==> config.mk <==
export PLATFORM = sky130hd
export DESIGN_NAME = mem_store_buffer
export DESIGN_NICKNAME = d
export VERILOG_FILES = /design/src/rtl/mem_store_buffer_pkg.sv /design/src/rtl/mem_store_buffer_sb_fifo.sv /design/src/rtl/mem_store_buffer.sv
export SDC_FILE = /design/constraint.sdc
export NUM_CORES = 1
export LEC_CHECK = 0
export BUFFER_PORTS_ARGS = -buffer_cell sky130_fd_sc_hd__clkbuf_2
export CORE_ASPECT_RATIO = 2
export CORE_UTILIZATION = 40
export DETAILED_ROUTE_END_ITERATION = 6
export GPL_TIMING_DRIVEN = 0
export SLEW_MARGIN = 20
export SYNTH_ARGS = -nofsm -noshare
export SYNTH_HDL_FRONTEND = slang
export SYNTH_SLANG_ARGS = --single-unit
==> constraint.sdc <==
create_clock -name i_clk -period 4.3 [get_ports i_clk]
set_input_delay 0.86 -clock i_clk [delete_from_list [all_inputs] [get_ports i_clk]]
set_output_delay 0.86 -clock i_clk [all_outputs]
set_load 0.03 [all_outputs]
==> src/rtl/mem_store_buffer_pkg.sv <==
// Shared opcode encoding and request classification for the store-buffered
// memory front end.
package mem_store_buffer_pkg;

  localparam int unsigned OP_WIDTH = 3;

  localparam logic [OP_WIDTH-1:0] LS_LB  = 3'b000;
  localparam logic [OP_WIDTH-1:0] LS_LBU = 3'b001;
  localparam logic [OP_WIDTH-1:0] LS_LH  = 3'b010;
  localparam logic [OP_WIDTH-1:0] LS_LHU = 3'b011;
  localparam logic [OP_WIDTH-1:0] LS_LW  = 3'b100;
  localparam logic [OP_WIDTH-1:0] LS_SB  = 3'b101;
  localparam logic [OP_WIDTH-1:0] LS_SH  = 3'b110;
  localparam logic [OP_WIDTH-1:0] LS_SW  = 3'b111;

  function automatic logic is_store(input logic [OP_WIDTH-1:0] op);
    return op[2] & (|op[1:0]);
  endfunction

  function automatic logic is_misaligned(input logic [OP_WIDTH-1:0] op,
                                         input logic [1:0] addr_lo);
    logic mis;
    case (op)
      LS_LH, LS_LHU, LS_SH: mis = addr_lo[0];
      LS_LW, LS_SW:         mis = |addr_lo;
      default:              mis = 1'b0;
    endcase
    return mis;
  endfunction

endpackage

==> src/rtl/mem_store_buffer_sb_fifo.sv <==
// In-order store buffer: DEPTH entries with head/tail pointers, occupancy count
// and a parallel word-address match against all valid entries.
module mem_store_buffer_sb_fifo
  import mem_store_buffer_pkg::*;
#(
  parameter int unsigned DEPTH      = 4,
  parameter int unsigned ADDR_WIDTH = 32,
  parameter int unsigned DATA_WIDTH = 32
) (
  input  logic                  i_clk,
  input  logic                  i_rst_n,
  input  logic                  i_push,
  input  logic [ADDR_WIDTH-1:0] i_push_addr,
  input  logic [DATA_WIDTH-1:0] i_push_data,
  input  logic [OP_WIDTH-1:0]   i_push_op,
  input  logic                  i_pop,
  input  logic [ADDR_WIDTH-3:0] i_cmp_word,
  output logic [ADDR_WIDTH-1:0] o_head_addr,
  output logic [DATA_WIDTH-1:0] o_head_data,
  output logic [OP_WIDTH-1:0]   o_head_op,
  output logic                  o_hit,
  output logic                  o_full,
  output logic                  o_empty
);

  localparam int unsigned PtrW = $clog2(DEPTH);
  localparam logic [PtrW:0] FullCount = (PtrW+1)'(DEPTH);

  logic [ADDR_WIDTH-1:0] r_addr [DEPTH];
  logic [DATA_WIDTH-1:0] r_data [DEPTH];
  logic [OP_WIDTH-1:0]   r_op   [DEPTH];
  logic [DEPTH-1:0]      r_valid;
  logic [PtrW-1:0]       r_head;
  logic [PtrW-1:0]       r_tail;
  logic [PtrW:0]         r_count;

  always_ff @(posedge i_clk or negedge i_rst_n) begin
    if (!i_rst_n) begin
      r_valid <= '0;
      r_head  <= '0;
      r_tail  <= '0;
      r_count <= '0;
    end else begin
      // Pop clears before push sets; they never target the same slot when legal.
      if (i_pop) begin
        r_valid[r_head] <= 1'b0;
        r_head          <= r_head + PtrW'(1);
      end
      if (i_push) begin
        r_valid[r_tail] <= 1'b1;
        r_tail          <= r_tail + PtrW'(1);
      end
      r_count <= r_count + (PtrW+1)'(i_push) - (PtrW+1)'(i_pop);
    end
  end

  always_ff @(posedge i_clk) begin
    if (i_push) begin
      r_addr[r_tail] <= i_push_addr;
      r_data[r_tail] <= i_push_data;
      r_op[r_tail]   <= i_push_op;
    end
  end

  always_comb begin
    o_hit = 1'b0;
    for (int i = 0; i < DEPTH; i++) begin
      if (r_valid[i] && (r_addr[i][ADDR_WIDTH-1:2] == i_cmp_word)) o_hit = 1'b1;
    end
  end

  assign o_head_addr = r_addr[r_head];
  assign o_head_data = r_data[r_head];
  assign o_head_op   = r_op[r_head];
  assign o_full      = (r_count == FullCount);
  assign o_empty     = (r_count == '0);

endmodule

==> src/rtl/mem_store_buffer.sv <==
// Memory front end: classifies requests, arbitrates the single RAM port between
// loads and store-buffer drain, and registers load data and misalign exceptions.
module mem_store_buffer
  import mem_store_buffer_pkg::*;
#(
  parameter int unsigned DEPTH      = 4,
  parameter int unsigned ADDR_WIDTH = 32,
  parameter int unsigned DATA_WIDTH = 32
) (
  input  logic                  i_clk,
  input  logic                  i_rst_n,
  input  logic                  i_req_valid,
  output logic                  o_req_ready,
  input  logic [2:0]            i_req_op,
  input  logic [ADDR_WIDTH-1:0] i_req_addr,
  input  logic [DATA_WIDTH-1:0] i_req_wdata,
  output logic                  o_resp_valid,
  output logic [DATA_WIDTH-1:0] o_resp_rdata,
  output logic                  o_exc_misalign,
  output logic [ADDR_WIDTH-1:0] o_exc_addr,
  output logic                  o_sb_empty,
  output logic [ADDR_WIDTH-1:0] o_ram_addr,
  output logic [DATA_WIDTH-1:0] o_ram_din,
  output logic                  o_ram_we,
  output logic                  o_ram_re,
  output logic [2:0]            o_ram_load_store,
  input  logic [DATA_WIDTH-1:0] i_ram_dout
);

  logic                  w_store, w_mis, w_hit, w_full, w_empty, w_ready;
  logic                  w_accept, w_load_issue, w_push, w_pop;
  logic [ADDR_WIDTH-1:0] w_head_addr;
  logic [DATA_WIDTH-1:0] w_head_data;
  logic [OP_WIDTH-1:0]   w_head_op;

  logic                  r_resp_valid;
  logic [DATA_WIDTH-1:0] r_resp_rdata;
  logic                  r_exc;
  logic [ADDR_WIDTH-1:0] r_exc_addr;

  assign w_store = is_store(i_req_op);
  assign w_mis   = is_misaligned(i_req_op, i_req_addr[1:0]);

  // A full buffer stalls every request so the drain is guaranteed to progress.
  always_comb begin
    w_ready = 1'b0;
    if (!w_full) begin
      if (w_mis || w_store) w_ready = 1'b1;
      else                  w_ready = !w_hit;
    end
  end

  assign o_req_ready  = w_ready;
  assign w_accept     = i_req_valid & w_ready;
  assign w_load_issue = w_accept & ~w_mis & ~w_store;
  assign w_push       = w_accept & ~w_mis & w_store;
  assign w_pop        = ~w_load_issue & ~w_empty;

  mem_store_buffer_sb_fifo #(
    .DEPTH      (DEPTH),
    .ADDR_WIDTH (ADDR_WIDTH),
    .DATA_WIDTH (DATA_WIDTH)
  ) u_sb_fifo (
    .i_clk       (i_clk),
    .i_rst_n     (i_rst_n),
    .i_push      (w_push),
    .i_push_addr (i_req_addr),
    .i_push_data (i_req_wdata),
    .i_push_op   (i_req_op),
    .i_pop       (w_pop),
    .i_cmp_word  (i_req_addr[ADDR_WIDTH-1:2]),
    .o_head_addr (w_head_addr),
    .o_head_data (w_head_data),
    .o_head_op   (w_head_op),
    .o_hit       (w_hit),
    .o_full      (w_full),
    .o_empty     (w_empty)
  );

  always_comb begin
    o_ram_addr       = '0;
    o_ram_din        = '0;
    o_ram_we         = 1'b0;
    o_ram_re         = 1'b0;
    o_ram_load_store = '0;
    if (w_load_issue) begin
      o_ram_re         = 1'b1;
      o_ram_addr       = i_req_addr;
      o_ram_load_store = i_req_op;
    end else if (w_pop) begin
      o_ram_we         = 1'b1;
      o_ram_addr       = w_head_addr;
      o_ram_din        = w_head_data;
      o_ram_load_store = w_head_op;
    end
  end

  always_ff @(posedge i_clk or negedge i_rst_n) begin
    if (!i_rst_n) begin
      r_resp_valid <= 1'b0;
      r_resp_rdata <= '0;
      r_exc        <= 1'b0;
      r_exc_addr   <= '0;
    end else begin
      r_resp_valid <= w_load_issue;
      if (w_load_issue) r_resp_rdata <= i_ram_dout;
      r_exc <= w_accept & w_mis;
      if (w_accept && w_mis) r_exc_addr <= i_req_addr;
    end
  end

  assign o_resp_valid   = r_resp_valid;
  assign o_resp_rdata   = r_resp_rdata;
  assign o_exc_misalign = r_exc;
  assign o_exc_addr     = r_exc_addr;
  assign o_sb_empty     = w_empty;

endmodule
=== Yosys cells after proc, flatten, opt, wreduce, memory -nomap -nowiden ===
Memories as Yosys holds them, arrays and structs flattened.
Index checks and enable logic that the tools add are counted.
Widths: inputs -> output; s select.

* Memories kept: 3
* RAM bits: 268
* Word-level logic and storage cells: 81
* Bits of input ports: 102
* Output and inout port bits: 137
* Bits in registers: 77

{| class="wikitable"
|+ Memory list
! name !! depth !! width !! rd ports !! clocked after Yosys merged registers in !! write ports !! RTL line !! text
|-
| u_sb_fifo.r_addr || 4 || 32 || 5 || 0 || 1 || mem_store_buffer_sb_fifo.sv:29 || <nowiki>logic [ADDR_WIDTH-1:0] r_addr [DEPTH];</nowiki>
|-
| u_sb_fifo.r_data || 4 || 32 || 1 || 0 || 1 || mem_store_buffer_sb_fifo.sv:30 || <nowiki>logic [DATA_WIDTH-1:0] r_data [DEPTH];</nowiki>
|-
| u_sb_fifo.r_op || 4 || 3 || 1 || 0 || 1 || mem_store_buffer_sb_fifo.sv:31 || <nowiki>logic [OP_WIDTH-1:0] r_op [DEPTH];</nowiki>
|}

* Equality and inequality tests: 10
* Order comparisons: 4
* $add $sub $neg: 4
* Reduce and logical (&&, ||, !) cells: 14
* Bitwise operators: 14
* Mux-type cells: 24

{| class="wikitable"
|+ Operators by type and width
! operator !! count
|-
| $mux 32 || 4
|-
| $eq 30x30->1 || 4
|-
| $mux 1 || 13
|-
| $eq 3x3->1 const B || 4
|-
| $mux 4 || 2
|-
| $and 1x1->1 || 7
|-
| $logic_and 1x1->1 || 7
|-
| $eq 3x2->1 const B || 2
|-
| $lt 2x3->1 const B || 2
|-
| $mux 3 || 2
|-
| $reduce_or 2->1 || 3
|-
| $add 2x1->2 const B || 2
|-
| $and 4x4->4 || 1
|-
| $demux 1 s2 || 2
|-
| $ge 2x1->1 const B || 2
|-
| $not 1->1 || 4
|-
| $not 4->4 || 1
|-
| $or 4x4->4 || 1
|-
| $add 3x1->3 || 1
|-
| $logic_not 3->1 || 1
|-
| $reduce_or 3->1 || 1
|-
| $sub 3x1->3 || 1
|-
| $pmux 1 s2 || 1
|-
| $logic_not 1->1 || 1
|-
| $logic_or 1x1->1 || 1
|}

=== Logic depth before layout (Yosys ltp) ===
* Word-level depth: 17
* Gate-level depth with buffers: 11
* Gate-level depth less buffers: 10

=== Cells and area by module ===
A second synthesis with hierarchy kept.

* Cell total of the unflattened synthesis: 892
* Area, all modules: 15,000.6 µm²

{| class="wikitable"
|+ By module, submodules not included
! module !! cells an instance !! area an instance (µm²) !! instances !! seq. area each (µm²)
|-
| mem_store_buffer_sb_fifo || 581 || 11,638.7 || 1 || 8,323.0
|-
| mem_store_buffer || 311 || 3,362.0 || 1 || 1,651.6
|}

=== Least setup slack after synthesis ===
Ideal clock, no wire load.

* Kind: input to register
* Start: in i_req_addr[1]
* End: mem u_sb_fifo.r_addr[0][0], enable pin
* Slack: 0.596 ns
* Stages: 4
* Arrival: 3.270 ns
* Setup time: 0.434 ns
* Required time: 3.866 ns
* Path buffers: 0
* Path through: a21oi_1 mux2i_1 nor3_1 and2_1

* Cells in the longest elaborated chain, start to end: 10
* Elaborated cells between the ends (all ways): 11
* Those cells by class: 5 x mux; 4 x bitwise; 2 x reduce/logical

{| class="wikitable"
|+ RTL lines
! what !! RTL line !! text
|-
| from (decl) || mem_store_buffer.sv:15 || <nowiki>input logic [ADDR_WIDTH-1:0] i_req_addr,</nowiki>
|-
| $reduce_or 2->1 * || mem_store_buffer_pkg.sv:25 || <nowiki>LS_LW, LS_SW: mis = |addr_lo;</nowiki>
|-
| $pmux 1 s2 * || mem_store_buffer_pkg.sv:23 || <nowiki>case (op)</nowiki>
|-
| $logic_or 1x1->1 || mem_store_buffer.sv:48 || <nowiki>if (w_mis || w_store) w_ready = 1'b1;</nowiki>
|-
| $mux 1 || mem_store_buffer.sv:48 ||
|-
| $mux 1 || mem_store_buffer.sv:47 || <nowiki>if (!w_full) begin</nowiki>
|-
| $and 1x1->1 || mem_store_buffer.sv:54 || <nowiki>assign w_accept = i_req_valid & w_ready;</nowiki>
|-
| $and 1x1->1 * (2 in series) || mem_store_buffer.sv:56 || <nowiki>assign w_push = w_accept & ~w_mis & w_store;</nowiki>
|-
| $mux 1 * || mem_store_buffer_sb_fifo.sv:58 || <nowiki>if (i_push) begin</nowiki>
|-
| $mux 1 (implied by the code) * || mem_store_buffer_sb_fifo.sv:59 || <nowiki>r_addr[r_tail] <= i_push_addr;</nowiki>
|-
| to (decl) || mem_store_buffer_sb_fifo.sv:29 ||
|}

Mark *: on every way between the ends. The rest lies on a longest branch, timed or not.

=== Worst setup path after layout ===
* Start: in i_req_addr[26]
* End: out o_ram_addr[5]

* Cells in the longest elaborated chain, start to end: 16
* Elaborated cells between the ends (all ways): 22
* Those cells by class: 4 x eq/ne; 8 x mux; 5 x bitwise; 5 x reduce/logical

{| class="wikitable"
|+ RTL lines
! what !! RTL line !! text
|-
| $eq 30x30->1 || mem_store_buffer_sb_fifo.sv:68 || <nowiki>if (r_valid[i] && (r_addr[i][ADDR_WIDTH-1:2] == i_cmp_word)) o_hit = 1'b1;</nowiki>
|-
| $logic_and 1x1->1 || mem_store_buffer_sb_fifo.sv:68 ||
|-
| $mux 1 (3 in series) || mem_store_buffer_sb_fifo.sv:68 ||
|-
| $mux 1 * || mem_store_buffer_sb_fifo.sv:68 ||
|-
| $logic_not 1->1 * || mem_store_buffer.sv:49 || <nowiki>else w_ready = !w_hit;</nowiki>
|-
| $mux 1 * || mem_store_buffer.sv:48 ||
|-
| $mux 1 * || mem_store_buffer.sv:47 ||
|-
| $and 1x1->1 * || mem_store_buffer.sv:54 ||
|-
| $and 1x1->1 * (2 in series) || mem_store_buffer.sv:55 || <nowiki>assign w_load_issue = w_accept & ~w_mis & ~w_store;</nowiki>
|-
| $not 1->1 || mem_store_buffer.sv:57 || <nowiki>assign w_pop = ~w_load_issue & ~w_empty;</nowiki>
|-
| $and 1x1->1 || mem_store_buffer.sv:57 ||
|-
| $mux 32 || mem_store_buffer.sv:90 || <nowiki>end else if (w_pop) begin</nowiki>
|-
| $mux 32 * || mem_store_buffer.sv:86 || <nowiki>if (w_load_issue) begin</nowiki>
|-
| to (decl) || mem_store_buffer.sv:22 || <nowiki>output logic [ADDR_WIDTH-1:0] o_ram_addr,</nowiki>
|}

Marked as above.

==> metrics <==
Min-Delay Path Class=in -> async; clk_lat worst skew=530 ps; Distinct cells, synth=37; Die W=between 100 and 150 um; hpwl dp=between 20 and 30 mm; Clock Path Buffers=3; Synth area leaders=edfxtp_1 53%, dfrtp_1 13%, mux4_2 9.9%, xnor2_1 7.1%, mux2_2 2.8%; worst slack at placement=-361 ps; routed len/inst=24.1 um; DR vias=8780; Critical Path RT=about 3400 ps; TNS Setup=0 ps; Power, Total=around 12000 uW; fin util=0.497; CP arrival=~3400 ps; pwr/cell area=roughly 650 mW/mm^2; startpoint types=primary input; leakage power=around 0.0073 uW; Final Wtd Congestion=about 0.90; Seq/Total Area, Yosys=0.654; final setup fails=0; I/O pin cnt=roughly 240; Root Buffer=clkbuf_16; Fmax achieved=~240 MHz; initial antenna violation count=2; Nets=1304; worst vdd ir=approximately 380 uV; count leader, synth=edfxtp_1; Main synth FF type=edfxtp_1; Comb power frac=0.390; net load switching power=between 4000 and 5000 uW; RSZ-0062 raised after global routing=no; WP buf/inv=4; worst-margin pin slew=slightly below 900 ps; Post-Route WL=40.4 mm; number of max-cap violations=0; Net Sw Frac=0.368; clk sink count=approximately 350; Num CTS Buffers=34; Final Hold Viols=0; DR vias/cell=approximately 5.2; Yosys top cell area share=0.528; # placed instances=1613; Initial Util=0.408; total gr overflow=0; first-pass GRT wire length=between 50 and 60 mm; critical path's largest stage delay=440 ps; number of port buffers=238; Reg power frac=0.349; worst reg2reg setup slack=approximately 1100 ps; detailed-route DRC error count=0; clock transition at the registers of the reported paths=~60 ps; Yosys Warn Count=0; Die H=about 280 um; antenna violation net count after detailed routing=0; Synth top cells by count=268 x edfxtp_1, 124 x xnor2_1, 77 x dfrtp_1, 67 x mux4_2, 47 x nand2_1; Clock Skew=approximately 15 ps; CP max-delay cell=nor4_2; TritonCTS clock tree=yes; final worst slack=48.4 ps; H-tree depth=2; Top delay family on crit path=simple AND/OR/NAND/NOR gates; clock power share=0.261; core area=roughly 0.037 sq mm; row cnt=100; Int Power=between 7000 and 8000 uW; number of global-route vias before repair=9486; Layout Cells excl Fill=1677; FF+latch count, synth=345; die footprint=between 0.03 and 0.04 sq mm; async set-reset flop share out of synthesis=0.223; critical path class=in -> out; Yosys top cell by area=edfxtp_1; pin count of the biggest net entering global routing=78; Final Cycle Share=0.989; Max transition margin=0.413; antenna diode count=0; CP max FO=10; Avg Inst Size Synth=between 15 and 20 sq um; minimum clock period=between 4000 and 5000 ps; syn nets=slightly above 1000; status=finished clean; Mapped Cells=~910; cts-stage hold buffer count=0; number of flops mapped to enable cells by yosys=approximately 270; Synth Cell Area=~0.015 sq mm; total global-route track usage=0.211; DR pass1 iterations=5; starting DRC count in detailed routing=around 420; Layout area overhead=21.8%; share of layout cells above drive strength 1=0.419; Slew Viols, Final=0; crit-path cells=clkbuf_2 -> buf_2 -> xnor2_2 -> nand4_1 -> nor4_2 -> a22oi_2 -> nand3_4 -> buf_6 -> mux2i_1 -> clkbuf_2; Crit. End Element=primary output; Top cell by count, worst path=clkbuf_2
-- power by group through the flow --
stage	sequential, uW	combinational [uW]	clock [uW]
final	4240	4740	3160
after CTS	4240	4820	3230
after global routing	4290	5050	3350
after detailed placement	4300	4780	0
after global placement	4310	4720	0
after floorplan	4780	2820	0
-- worst reg2reg max path, cell delays in order (launching register included) --
cell and delay (ps):
edfxtp_1 470, xnor2_4 250, nand4_1 260, nor4_2 380, a22oi_2 200, nand3_2 230, buf_4 160, inv_4 70
or3_1 390, fa_1 380, xnor2_1 190, xnor2_1 140
-- final cells by class --
type                       count  area (sq um)
multi-input combinational    459          5010
tap                          459           574
inverter                      42           160
sequential                   345          9970
clock inverter                 9           125
buffer                        67           348
fill                        3231         18800
clock buffer                  53          1070
timing repair buffer         243          1320
-- sequential cells by signal, summed over array words and instances, names as in the netlist --
register,cells
u_sb_fifo.r_addr,128
u_sb_fifo.r_data,128
o_exc_addr,32
o_resp_rdata,32
u_sb_fifo.r_op,12
u_sb_fifo.r_valid,4
u_sb_fifo.r_count,3
u_sb_fifo.r_head,2
u_sb_fifo.r_tail,2
o_exc_misalign,1
o_resp_valid,1
-- per-stage QoR --
| stage | hold WS (ps) | cell area [sq um] |
|---|---|---|
| 2_1_floorplan | 496 | 15300 |
| 3_3_place_gp | 492 | 17000 |
| 3_5_place_dp | 493 | 17100 |
| 4_1_cts | 411 | 18500 |
| 5_1_grt | 419 | 18600 |
| 6_report | 379 | 18600 |
-- final timing paths --
check,from,end,depth (start not counted)
max,i_req_addr[26],o_ram_addr[5],10
min,i_rst_n,o_resp_rdata[21]$_DFFE_PN0P_,1
max reg2reg,u_sb_fifo.r_addr[3][22]$_DFFE_PP_,u_sb_fifo.r_count[2]$_DFF_PN0_,11
min reg2reg,o_exc_addr[15]$_DFFE_PN0P_,o_exc_addr[15]$_DFFE_PN0P_,1
max in group asynchronous,i_rst_n,o_exc_addr[12]$_DFFE_PN0P_,1
min in group i_clk,o_exc_addr[15]$_DFFE_PN0P_,o_exc_addr[15]$_DFFE_PN0P_,1
-- logic make-up (layout without fill, tap and decap cells) --
kind of cell             count (synthesis)  count (layout)  share of synthesized area
AO/OA/AOI/OAI                           18              18                    0.00902
XOR/XNOR                               124             124                     0.0712
adder cells (fa/ha/maj)                 10              10                    0.00870
buffers and inverters                  109             414                     0.0322
flip-flops                             345             345                      0.654
multiplexers                           167             167                      0.176
AND/OR/NAND/NOR                        139             140                     0.0486
-- repair_timing --
action | CTS | global route
setup buffers | 0 | 1
setup endpoints to repair | 67 | 54
gates cloned | 0 | 1
gates resized for setup | 24 | 11
-- cell usage in the layout (no fill, tap or decap), types with 5 or more instances in the layout --
cell	synthesis	routed
a21oi_1	5	5
and3_1	32	32
buf_2	37	36
buf_6	3	6
clkbuf_1	24	31
clkbuf_16	0	38
clkbuf_2	0	239
clkbuf_8	0	7
dfrtp_1	77	77
edfxtp_1	268	268
ha_1	9	9
inv_1	41	41
mux2_2	38	38
mux2_4	26	26
mux2i_1	36	33
mux4_2	67	67
nand2_1	47	47
nand3_1	5	5
nand4_1	29	29
nor2_1	6	6
nor4_2	0	8
xnor2_1	124	107
xnor2_2	0	16
-- per-layer routing --
layer | routed length, um | part of all wire | track usage
met3 | 1810 | 0.045 | 0.0372
met5 | 11 | 0.00027 | 0
met4 | 1510 | 0.037 | 0.0871
met1 | 13900 | 0.34 | 0.218
met2 | 23100 | 0.57 | 0.410
(Power assumes the default switching activity.)
